===== config.mk =====
export PLATFORM = sky130hd
export DESIGN_NAME = jtag_uart_ctrl_flat
export DESIGN_NICKNAME = d
export VERILOG_FILES = /design/src/rtl/jtag_uart_ctrl_if.sv /design/src/rtl/jtag_uart_ctrl.sv /design/src/flat_wrapper.sv
export SDC_FILE = /design/constraint.sdc
export NUM_CORES = 1
export LEC_CHECK = 0
export BUFFER_PORTS_ARGS = -buffer_cell sky130_fd_sc_hd__buf_2
export CORE_MARGIN = 2
export CORE_UTILIZATION = 50
export DETAILED_ROUTE_END_ITERATION = 10
export PLACE_DENSITY = 0.78
export SYNTH_ARGS = -nofsm -noshare
export SYNTH_HDL_FRONTEND = slang
export SYNTH_SLANG_ARGS = --single-unit

===== constraint.sdc =====
create_clock -name clk -period 6.07 [get_ports clk]
set_clock_uncertainty 0.15 [all_clocks]
set_input_delay 1.214 -clock clk [delete_from_list [all_inputs] [get_ports clk]]
set_output_delay 1.214 -clock clk [all_outputs]
set_load 0.02 [all_outputs]

===== src/rtl/jtag_uart_ctrl_if.sv =====
// Bundle between jtag_uart_ctrl and its neighbours: two TX byte requesters,
// the RX byte stream and the Avalon-MM port toward the jtag_uart slave.
interface jtag_uart_ctrl_if;
    logic        tx0_valid;
    logic [7:0]  tx0_data;
    logic        tx0_ready;
    logic        tx1_valid;
    logic [7:0]  tx1_data;
    logic        tx1_ready;
    logic        rx_valid;
    logic [7:0]  rx_data;
    logic        rx_ready;
    logic        av_chipselect;
    logic        av_address;
    logic        av_read_n;
    logic        av_write_n;
    logic [31:0] av_writedata;
    logic [31:0] av_readdata;
    logic        av_waitrequest;

    modport master (
        input  tx0_valid, tx0_data, tx1_valid, tx1_data, rx_ready,
               av_readdata, av_waitrequest,
        output tx0_ready, tx1_ready, rx_valid, rx_data,
               av_chipselect, av_address, av_read_n, av_write_n, av_writedata
    );

    modport slave (
        output tx0_valid, tx0_data, tx1_valid, tx1_data, rx_ready,
               av_readdata, av_waitrequest,
        input  tx0_ready, tx1_ready, rx_valid, rx_data,
               av_chipselect, av_address, av_read_n, av_write_n, av_writedata
    );
endinterface


===== src/rtl/jtag_uart_ctrl.sv =====
// Avalon-MM sequencer for the JTAG UART: arbitrates two TX requesters, tracks TX credit
// via control-register reads and drains the RX FIFO into a one-entry holding register.
module jtag_uart_ctrl #(
    parameter int unsigned POLL_INTERVAL = 256
) (
    input  logic             clk,
    input  logic             reset,
    jtag_uart_ctrl_if.master bus
);

    typedef enum logic [1:0] {
        IDLE    = 2'd0,
        RD_CTRL = 2'd1,
        RD_DATA = 2'd2,
        WR_DATA = 2'd3
    } state_t;

    localparam logic [15:0] POLL_LAST = 16'(POLL_INTERVAL - 1);

    state_t      state;
    logic [15:0] credit;
    logic [15:0] poll_cnt;
    logic        rx_due;
    logic        rr_ptr;

    logic        rx_vld_q;
    logic [7:0]  rx_dat_q;
    logic        cs_q;
    logic        addr_q;
    logic        rd_n_q;
    logic        wr_n_q;
    logic [31:0] wdata_q;

    logic        in_idle;
    logic        any_tx;
    logic        rd_go;
    logic        ctrl_go;
    logic        wr_go;
    logic        grant1;
    logic        poll_hit;
    logic        xfer_done;
    logic [15:0] rd_avail;
    logic        rd_rvalid;
    logic [7:0]  wr_byte;

    assign in_idle   = (state == IDLE);
    assign any_tx    = bus.tx0_valid | bus.tx1_valid;
    assign rd_go     = in_idle & rx_due & ~rx_vld_q;
    assign ctrl_go   = in_idle & ~rd_go & any_tx & (credit == 16'd0);
    assign wr_go     = in_idle & ~rd_go & any_tx & (credit != 16'd0);
    // A lone valid requester wins regardless of where the pointer sits.
    assign grant1    = (bus.tx0_valid & bus.tx1_valid) ? rr_ptr : bus.tx1_valid;
    assign poll_hit  = in_idle & ~rx_vld_q & (poll_cnt == POLL_LAST);
    assign xfer_done = ~in_idle & ~bus.av_waitrequest;
    assign rd_avail  = bus.av_readdata[31:16];
    assign rd_rvalid = bus.av_readdata[15];
    assign wr_byte   = grant1 ? bus.tx1_data : bus.tx0_data;

    // Ready is the IDLE-cycle grant itself, so the byte is taken on the same
    // edge that launches the write one cycle later.
    assign bus.tx0_ready = wr_go & ~grant1;
    assign bus.tx1_ready = wr_go &  grant1;

    assign bus.rx_valid      = rx_vld_q;
    assign bus.rx_data       = rx_dat_q;
    assign bus.av_chipselect = cs_q;
    assign bus.av_address    = addr_q;
    assign bus.av_read_n     = rd_n_q;
    assign bus.av_write_n    = wr_n_q;
    assign bus.av_writedata  = wdata_q;

    logic unused_rd_bits;
    assign unused_rd_bits = ^bus.av_readdata[14:8];

    always_ff @(posedge clk or posedge reset) begin
        if (reset) begin
            state    <= IDLE;
            credit   <= 16'd0;
            poll_cnt <= 16'd0;
            rx_due   <= 1'b1;
            rr_ptr   <= 1'b0;
            rx_vld_q <= 1'b0;
            rx_dat_q <= 8'h00;
            cs_q     <= 1'b0;
            addr_q   <= 1'b0;
            rd_n_q   <= 1'b1;
            wr_n_q   <= 1'b1;
            wdata_q  <= 32'h0;
        end else begin
            if (rx_vld_q && bus.rx_ready) begin
                rx_vld_q <= 1'b0;
            end

            case (state)
                IDLE: begin
                    if (!rx_vld_q) begin
                        poll_cnt <= poll_hit ? 16'd0 : poll_cnt + 16'd1;
                    end
                    if (rd_go) begin
                        state  <= RD_DATA;
                        cs_q   <= 1'b1;
                        addr_q <= 1'b0;
                        rd_n_q <= 1'b0;
                        rx_due <= 1'b0;
                    end else begin
                        if (poll_hit) begin
                            rx_due <= 1'b1;
                        end
                        if (ctrl_go) begin
                            state  <= RD_CTRL;
                            cs_q   <= 1'b1;
                            addr_q <= 1'b1;
                            rd_n_q <= 1'b0;
                        end else if (wr_go) begin
                            state   <= WR_DATA;
                            cs_q    <= 1'b1;
                            addr_q  <= 1'b0;
                            wr_n_q  <= 1'b0;
                            wdata_q <= {24'h0, wr_byte};
                            rr_ptr  <= ~grant1;
                        end
                    end
                end

                RD_CTRL: begin
                    if (xfer_done) begin
                        state  <= IDLE;
                        cs_q   <= 1'b0;
                        rd_n_q <= 1'b1;
                        credit <= rd_avail;
                    end
                end

                RD_DATA: begin
                    if (xfer_done) begin
                        state  <= IDLE;
                        cs_q   <= 1'b0;
                        rd_n_q <= 1'b1;
                        if (rd_rvalid) begin
                            rx_vld_q <= 1'b1;
                            rx_dat_q <= bus.av_readdata[7:0];
                        end
                        // More bytes queued behind this one: fetch without waiting for the timer.
                        if (rd_avail > 16'd1) begin
                            rx_due <= 1'b1;
                        end
                    end
                end

                WR_DATA: begin
                    if (xfer_done) begin
                        state  <= IDLE;
                        cs_q   <= 1'b0;
                        wr_n_q <= 1'b1;
                        if (credit != 16'd0) begin
                            credit <= credit - 16'd1;
                        end
                    end
                end

                default: state <= IDLE;
            endcase
        end
    end

endmodule


===== src/flat_wrapper.sv =====
// flat-port wrapper written by rule: the top's interface ports become plain ports
module jtag_uart_ctrl_flat 
#(
    parameter int unsigned POLL_INTERVAL = 256
)
  (clk, reset, bus_tx0_valid, bus_tx0_data, bus_tx1_valid, bus_tx1_data, bus_rx_ready, bus_av_readdata, bus_av_waitrequest, bus_tx0_ready, bus_tx1_ready, bus_rx_valid, bus_rx_data, bus_av_chipselect, bus_av_address, bus_av_read_n, bus_av_write_n, bus_av_writedata);
  jtag_uart_ctrl_if bus_i ();
  input  logic clk;
  input  logic reset;
  input wire logic [$bits(bus_i.tx0_valid)-1:0] bus_tx0_valid;
  input wire logic [$bits(bus_i.tx0_data)-1:0] bus_tx0_data;
  input wire logic [$bits(bus_i.tx1_valid)-1:0] bus_tx1_valid;
  input wire logic [$bits(bus_i.tx1_data)-1:0] bus_tx1_data;
  input wire logic [$bits(bus_i.rx_ready)-1:0] bus_rx_ready;
  input wire logic [$bits(bus_i.av_readdata)-1:0] bus_av_readdata;
  input wire logic [$bits(bus_i.av_waitrequest)-1:0] bus_av_waitrequest;
  output wire logic [$bits(bus_i.tx0_ready)-1:0] bus_tx0_ready;
  output wire logic [$bits(bus_i.tx1_ready)-1:0] bus_tx1_ready;
  output wire logic [$bits(bus_i.rx_valid)-1:0] bus_rx_valid;
  output wire logic [$bits(bus_i.rx_data)-1:0] bus_rx_data;
  output wire logic [$bits(bus_i.av_chipselect)-1:0] bus_av_chipselect;
  output wire logic [$bits(bus_i.av_address)-1:0] bus_av_address;
  output wire logic [$bits(bus_i.av_read_n)-1:0] bus_av_read_n;
  output wire logic [$bits(bus_i.av_write_n)-1:0] bus_av_write_n;
  output wire logic [$bits(bus_i.av_writedata)-1:0] bus_av_writedata;
  assign bus_i.tx0_valid = bus_tx0_valid;
  assign bus_i.tx0_data = bus_tx0_data;
  assign bus_i.tx1_valid = bus_tx1_valid;
  assign bus_i.tx1_data = bus_tx1_data;
  assign bus_i.rx_ready = bus_rx_ready;
  assign bus_i.av_readdata = bus_av_readdata;
  assign bus_i.av_waitrequest = bus_av_waitrequest;
  assign bus_tx0_ready = bus_i.tx0_ready;
  assign bus_tx1_ready = bus_i.tx1_ready;
  assign bus_rx_valid = bus_i.rx_valid;
  assign bus_rx_data = bus_i.rx_data;
  assign bus_av_chipselect = bus_i.av_chipselect;
  assign bus_av_address = bus_i.av_address;
  assign bus_av_read_n = bus_i.av_read_n;
  assign bus_av_write_n = bus_i.av_write_n;
  assign bus_av_writedata = bus_i.av_writedata;
  jtag_uart_ctrl #(.POLL_INTERVAL(POLL_INTERVAL)) u_core (.clk(clk), .reset(reset), .bus(bus_i));
endmodule

## Word level (Yosys, flattened, before mapping)

Index checks and enable logic that the tools add are counted.

- Output and inout bits: 47
- Word-level logic and storage cells: 107
- Bits of input ports: 54
- Flip-flop bits (word level): 57

- Equal/unequal tests: 17
- Add/sub/neg operators: 2
- $lt $le $gt $ge: 1
- Reductions and logical operators: 20
- Multiplexer cells: 36
- Bitwise logic cells: 19

Operators by type and width:

| cell | number |
|---|---|
| 2-to-1 mux 16 bit | 4 |
| one-hot mux 16 bit (2 select lines) | 1 |
| 2-to-1 mux 1 bit | 21 |
| adder 16 x 1 -> 16 bit (second input constant) | 1 |
| equality test 16 x 8 -> 1 bit (second input constant) | 1 |
| > comparator 16 x 1 -> 1 bit (second input constant) | 1 |
| logical NOT 16 bit | 1 |
| nonzero test 16 bit | 1 |
| subtractor 16 x 1 -> 16 bit (second input constant) | 1 |
| inequality test 2 x 1 -> 1 bit (second input constant) | 7 |
| bitwise AND 1 bit | 12 |
| AND reduction 4 bit | 3 |
| 2-to-1 mux 2 bit | 4 |
| 2-to-1 mux 8 bit | 1 |
| one-hot mux 1 bit (2 select lines) | 4 |
| nonzero test 2 bit | 4 |
| inequality test 2 bit (second input constant) | 3 |
| inequality test 3 bit (second input constant) | 2 |
| inverter 1 bit | 6 |
| AND reduction 2 bit | 3 |
| AND reduction 3 bit | 2 |
| AND reduction 5 bit | 1 |
| equality test 2 bit (second input constant) | 2 |
| inequality test 4 bit (second input constant) | 1 |
| other kinds (8) | 8 |

## Longest topological paths before layout

Gate-level depths: netlist of the first run.

- Depth after elaboration: 11
- Mapped depth: 7
- Gate-level depth less buffers: 6

## Least setup slack after synthesis of the first run

No wires, ideal clock.

- Path kind: input to output
- From: input bus_tx1_valid
- To: output bus_tx1_ready
- Slack: 2.598 ns
- Stages on the path: 3
- Arrival time: 2.108 ns
- Cell sequence: or2_2 > nand3_1 > nor3b_1

- Longest elaborated chain between the ends: 4
- Elaborated cells between the ends (all ways): 6

RTL lines:

| element | RTL line | RTL |
|---|---|---|
| from (decl) | flat_wrapper.sv:12 | `input wire logic [$bits(bus_i.tx1_valid)-1:0] bus_tx1_valid;` |
| OR 1 bit | jtag_uart_ctrl.sv:47 | `assign any_tx = bus.tx0_valid \| bus.tx1_valid;` |
| bitwise AND 1 bit (2 in series) | jtag_uart_ctrl.sv:50 | `assign wr_go = in_idle & ~rd_go & any_tx & (credit != 16'd0);` |
| bitwise AND 1 bit (*) | jtag_uart_ctrl.sv:62 | `assign bus.tx1_ready = wr_go & grant1;` |
| to (decl) | flat_wrapper.sv:18 | `output wire logic [$bits(bus_i.tx1_ready)-1:0] bus_tx1_ready;` |

Every way passes the cells marked *; elsewhere a longest branch is shown, timed or not.

## Worst setup path after layout of the first run

- From: input bus_tx1_valid
- To: output bus_tx0_ready

- Longest elaborated chain between the ends: 4
- Elaborated cells between the ends (all ways): 7

RTL lines:

| element | RTL line | RTL |
|---|---|---|
| OR 1 bit or bitwise AND 1 bit (tied branches) | jtag_uart_ctrl.sv:47, jtag_uart_ctrl.sv:52 |  |
| bitwise AND 1 bit or 2-to-1 mux 1 bit (tied branches) | jtag_uart_ctrl.sv:50, jtag_uart_ctrl.sv:52 |  |
| bitwise AND 1 bit or inverter 1 bit (tied branches) | jtag_uart_ctrl.sv:50, jtag_uart_ctrl.sv:61 |  |
| bitwise AND 1 bit (*) | jtag_uart_ctrl.sv:61 | `assign bus.tx0_ready = wr_go & ~grant1;` |
| to (decl) | flat_wrapper.sv:17 | `output wire logic [$bits(bus_i.tx0_ready)-1:0] bus_tx0_ready;` |

Marks and branches as above.

==> results of run 1 <==
[state kept, by name, summed over array words and instances, names as in the netlist, 2 cells and up]
register	count
u_core.credit	16
u_core.poll_cnt	16
u_core.bus.av_writedata	8
u_core.bus.rx_data	8
u_core.state	2
[worst paths after layout]
path | end | slack, ps | cells after the start
worst max-delay path | bus_tx0_ready | 2330 | 6
worst min-delay path | u_core.bus.av_address$_DFFE_PP0P_ | 330 | 1
worst max register to register | u_core.credit[6]$_DFFE_PP0P_ | 3430 | 4
worst min register to register | u_core.bus.av_address$_DFFE_PP0P_ | 330 | 1
max in group asynchronous | u_core.bus.av_writedata[1]$_DFFE_PP0P_ | 4360 | 3
min in group asynchronous | u_core.bus.rx_data[2]$_DFFE_PP0P_ | 900 | 3
[worst max-delay path: stages]
cell,delay [ps]
buf_2,80
or2_2,120
nand3_1,220
nor2b_4,400
and2_1,180
buf_2,160
[power groups by stage]
stage / Clock (mW) / Combinational, mW / Sequential [mW]
3_3_place_gp: 0 / 0.765 / 0.678
4_1_cts: 0.412 / 0.794 / 0.683
3_5_place_dp: 0 / 0.788 / 0.684
2_1_floorplan: 0 / 0.553 / 0.725
5_1_grt: 0.431 / 0.866 / 0.706
6_report: 0.406 / 0.793 / 0.686
[per-layer routing]
layer  vias to the layer above  wire, microns  GRT usage
met1                      1334           3190      0.271
met4                         0            185      0.112
met2                       137           3550      0.331
met3                        22            581     0.0514
met5                         -              0          0
li1                       1313              -          -
[through the flow]
step	hold slack, ps	instances	utilization	setup WS (ps)	power [mW]
floorplan	307	357	-	2600	1.28
global placement	309	468	0.571	2350	1.44
detailed placement	318	468	0.571	2340	1.47
CTS	335	484	0.606	2330	1.89
global route	358	484	0.606	2170	2.00
finish	329	484	0.606	2330	1.89
[kinds of logic after synthesis]
kind of cell | after synthesis | share of synthesized area
AOI/OAI and AO/OA | 61 | 0.130
xor gates and xnor gates | 13 | 0.0336
adders and majority gates | 7 | 0.0259
buffers and inverters | 48 | 0.0827
DFF | 57 | 0.422
muxes | 28 | 0.100
other | 1 | 0.00111
and+or+nand+nor | 119 | 0.204
[placed cells by master (no fill, tap or decap), types with 6 or more instances in the layout]
master    instances
inv_1            11
a21oi_1           8
and3_1            6
nor3_1           12
nand4_1           8
nor4_1           11
nand3_1           9
nor2_1           20
o22ai_1           6
mux2_4            8
clkbuf_8         11
dfrtp_1          54
nand2_1          24
xnor2_1          10
ha_1              7
mux2_2           16
buf_2            69
o21ai_0          14
conb_1           24
[layout make-up]
| type | instances | area [sq um] | area share |
|---|---|---|---|
| tap | 77 | 96.3 | 0.0246 |
| sequential | 57 | 1430 | 0.365 |
| clock inverter | 4 | 73.8 | 0.0188 |
| inverter | 12 | 45.0 | 0.0115 |
| timing repair buffer | 70 | 353 | 0.0901 |
| multi-input combinational | 252 | 1760 | 0.450 |
| clock buffer | 12 | 155 | 0.0396 |
==> flow_summary.ini, run 1 <==
[timing]
rsz0062_at_grt = no
clock.fmax_mhz = 267
setup_violations = 0
hold_viol = 0
tightest_slew_ps = 1240
relSlewSlack = 0.166
period_minus_slack_ps = 3740
min_period_over_period = 0.616
tns_ps = 0
slew_viol_final = 0

[clock_network]
htreeDepth = 3
cts_resized = 0
post-cts-setup-buffers = 0
cts_tree = built
clk_path_buf_depth = 2
holdBufCountCts = 0
clk_pin_slew_ps = 70
clk_latency_ps = 340
clkSinkCount = 57
cts_root_buf = clkbuf_8
cts_buffers = 9

[pwr]
pwr-share-clk = 0.216
vdd_ir_drop_max_mv = 0.317
intPower_mw = 1.13
combPwrFrac = 0.421
power_leakage_nw = 1.86
seq_power_share = 0.364
p_per_area_nw_per_um2 = 482
p_sw_mw = 0.759
netSwitchingFraction = 0.403

[synthesis]
synth-edff-count = 0
synth.most_common_cell = dfrtp_1
syn_area_sq_um = 3390
synth_cells = 334
ys.flop_type = dfrtp_1
ys_top_cells_by_area = dfrtp_1, buf_4, mux2_2
synth_cell_type_count = 63
synth_common_cells = dfrtp_1, buf_4, nand2_1
seq_area_frac_synth = 0.422
synth_top_area_frac = 0.399
yosysTopAreaCell = dfrtp_1
syn-mean-instance-area_sq_um = 10.1
async_flop_share = 1.00
synth_seq_cells = 57
yosysWarnings = 0

[floorplan]
coreArea_sq_um = 6460
die_area_sq_um = 7450
start_util = 0.524
die_y_microns = 86.3
fp.dieW_microns = 86.3
num_rows = 29
boundaryPins = 101

[drt]
ant_nets = 0
routed_wl_microns = 7500
vias = 2806
drc = 0
wl_per_cell_microns = 15.5
drtPass1Iterations = 4
drt_iter0_drc = 250
viasPerCell = 5.80

[global_routing]
track_usage = 0.211
grt_max_degree = 58
overflow = 0
grt_pass1_vias = 2753
antenna_found_initial = 0
grt_pass1_wl_microns = 12400

[worst_hold_path]
worstHoldPathType = reg -> reg
worstHoldStart = u_core.bus.av_address$_DFFE_PP0P_

[cells_and_area]
syn2layout_area_growth_pct = 15.6
final_nets = 463
filler_cell_count = 525
drive_gt1_frac = 0.324
design_area_sq_um = 3920
antenna_cells = 0

[job]
drv_cap = 0

[status]
status = finished clean

[place]
hpwl_microns = 5350
placed_area_sq_um = 3690
io_buffers = 69
gp_congestion = 0.876

[critical_path]
cp-startpoint = bus_tx1_valid
end_kind = output pin
r2r-start = u_core.state[0]$_DFFE_PP0P_
startpoint_type = input pin
critPathMaxFanout = 10
cp.arrival_ps = 2380
cp.required_ps = 4710
worstSetupPathType = in -> out
(Power assumes the default switching activity.)
==> run 2, diff against run 1 <==
- ABC_AREA: default -> 1
- PLACE_DENSITY: 0.78 -> 0.77
- clock period: 6.07 -> 3.7 ns (I/O delays scaled with it)
==> run 2 against run 1 <==
Effect of this change: worst setup slack got worse by 1900 ps; combinational power rose by 72%; clock power rose by 26%; clock-buffer cell count fell by 2; sequential share of layout area fell by 1.3 points; design area rose by 3.8%.
==> flow_summary.ini, run 2 <==
[status]
status = finished clean

[clock_network]
clk_path_buf_depth = 2
cts_resized = 0
holdBufCountCts = 0
clk_latency_ps = 340
post-cts-setup-buffers = 0
clkSinkCount = 57
cts_buffers = 9
clk_pin_slew_ps = 70
htreeDepth = 3
cts_tree = built
cts_root_buf = clkbuf_8

[place]
pre_cts_ws_ps = 749
gp_congestion = 0.911
io_buffers = 69
hpwl_microns = 5660

[pwr]
netSwitchingFraction = 0.459
intPower_mw = 1.60
combPwrFrac = 0.461
vdd_ir_drop_max_mv = 0.404
p_per_area_nw_per_um2 = 727
p_sw_mw = 1.35
seq_power_share = 0.366
pwr-share-clk = 0.173
power_leakage_nw = 2.12

[critical_path]
reg2regPathDepth = 10
startpoint_type = flop
crit_top_cell = nand2_1
critical-path-max-stage-delay_ps = 410
cp.arrival_ps = 2330
r2r-end = u_core.credit[8]$_DFFE_PP0P_
critPathMaxFanout = 12
crit_chain = inv_1 -> ha_1 -> nand2_1 -> nor2_1 -> nand2_1 -> nor2_2 -> buf_2
r2r-start = u_core.state[0]$_DFFE_PP0P_
slowest_stage = dfrtp_1
worstSetupPathType = reg -> out
cp.required_ps = 2810
r2r_slack_ps = 1450
end_kind = output pin

[global_routing]
track_usage = 0.216
antenna_found_initial = 0
grt_pass1_vias = 2992
overflow = 0
grt_pass1_wl_microns = 13100
grt_max_degree = 58

[floorplan]
die_area_sq_um = 7820
start_util = 0.522
coreArea_sq_um = 6830
boundaryPins = 101
fp.dieW_microns = 88.4
num_rows = 30
die_y_microns = 88.4

[synthesis]
ys.flop_type = dfrtp_1
yosysWarnings = 0
syn-mean-instance-area_sq_um = 7.33
syn_area_sq_um = 3560
synth_cells = 486
synth.most_common_cell = nand2_1
yosysTopAreaCell = dfrtp_1
synth_common_cells = nand2_1, nor2_1, dfrtp_1, inv_1, nand3_1
seq_area_frac_synth = 0.401
synth_seq_cells = 57
async_flop_share = 1.00
synth_cell_type_count = 35
ys_top_cells_by_area = dfrtp_1, nand2_1, nand3_1
synth_top_area_frac = 0.379
synth-edff-count = 0

[timing]
relSlewSlack = 0.524
tightest_slew_ps = 714
period_minus_slack_ps = 3220
clock.fmax_mhz = 310
setup_slack_ps = 478
min_period_over_period = 0.871
slew_viol_final = 0
setup_violations = 0
tns_ps = 0
rsz0062_at_grt = no
hold_viol = 0

[cells_and_area]
final_cell_mix = nand2_1, buf_2, nor2_1
layout_commonest_cell = nand2_1
syn2layout_area_growth_pct = 14.1
antenna_cells = 0
largest_registers = u_core.credit (16), u_core.poll_cnt (16)
drive_gt1_frac = 0.218
final_nets = 620

[worst_hold_path]
worstHoldPathType = reg -> reg
worstHoldStart = u_core.rx_due$_DFFE_PP1P_
hold_depth = 2
min_to = u_core.rx_due$_DFFE_PP1P_

[drt]
vias = 3203
viasPerCell = 4.85
wl_per_cell_microns = 11.5
drtPass1Iterations = 4
routed_wl_microns = 7600
drc = 0
ant_nets = 0
drt_iter0_drc = 117

[job]
drv_cap = 0
-- run 2: cell types whose count changed after synthesis, sizes merged, moves of 6 or more --
| cell | previous run | this run |
|---|---|---|
| o21ai | 17 | 30 |
| nor2 | 20 | 66 |
| nand2 | 24 | 144 |
| inv | 12 | 56 |
| xnor2 | 10 | 2 |
| nand3 | 9 | 51 |
| mux2 | 24 | 8 |
| nor4 | 14 | 0 |
| and3 | 7 | 1 |
-- run 2: logic make-up after synthesis --
kind of cell | Yosys count | share of synthesized area
other | 1 | 0.00105
muxes | 8 | 0.0253
and+or+nand+nor | 275 | 0.336
buffers and inverters | 88 | 0.125
adders and majority gates | 7 | 0.0246
DFF | 57 | 0.401
xor gates and xnor gates | 5 | 0.0123
AOI/OAI and AO/OA | 45 | 0.0744
-- run 2: area by class of cell --
cell class,instances,area (sq um)
multi-input cells,364,1770
clock buffers,10,128
repair buffers,71,360
well taps,96,120
inverters,56,210
clock inverters,6,43.8
flip-flops and latches,57,1430
fillers,689,2770
-- run 2: per-stage QoR --
stage / cell area, sq um / hold WS, ps / total power [mW] / utilization / cells
final: 4070 / 312 / 2.95 / 0.595 / 660
after global routing: 4070 / 346 / 3.23 / 0.595 / 660
after CTS: 4070 / 315 / 2.97 / 0.595 / 660
after detailed placement: 3890 / 305 / 2.45 / 0.570 / 644
after global placement: 3890 / 302 / 2.40 / 0.570 / 644
after floorplan: 3650 / 292 / 2.14 / - / 509
-- run 2: worst max-delay path by stage --
stage	start	to	slack [ps]	cells past startpoint
after global routing	u_core.state[0]$_DFFE_PP0P_	bus_tx0_ready	190	7
after CTS	u_core.state[0]$_DFFE_PP0P_	bus_tx1_ready	470	7
after floorplan	bus_tx0_valid	bus_tx0_ready	1310	6
after global placement	bus_tx0_valid	bus_tx1_ready	780	8
after detailed placement	bus_tx0_valid	bus_tx1_ready	750	8
final	u_core.state[0]$_DFFE_PP0P_	bus_tx0_ready	480	7
-- run 2: critical path: cells and delay by family, from the launching register on --
kind | cells | cell delay, ps
adders and majority gates | 1 | 310
DFF | 1 | 410
buffers and inverters | 2 | 350
and+or+nand+nor | 4 | 920
-- run 2: layer usage --
layer | track usage | vias to the layer above | routed length (microns)
met1 | 0.265 | 1464 | 3500
met3 | 0.0634 | 12 | 388
met5 | 0 | - | 0
met2 | 0.365 | 89 | 3590
li1 | - | 1638 | -
met4 | 0.0730 | 0 | 125
-- run 2: power by group through the flow --
| stage | sequential, mW | combinational, mW | clock, mW |
|---|---|---|---|
| 2_1_floorplan | 1.17 | 0.965 | 0 |
| 3_3_place_gp | 1.07 | 1.33 | 0 |
| 3_5_place_dp | 1.08 | 1.37 | 0 |
| 4_1_cts | 1.08 | 1.37 | 0.522 |
| 5_1_grt | 1.11 | 1.57 | 0.550 |
| 6_report | 1.08 | 1.36 | 0.510 |
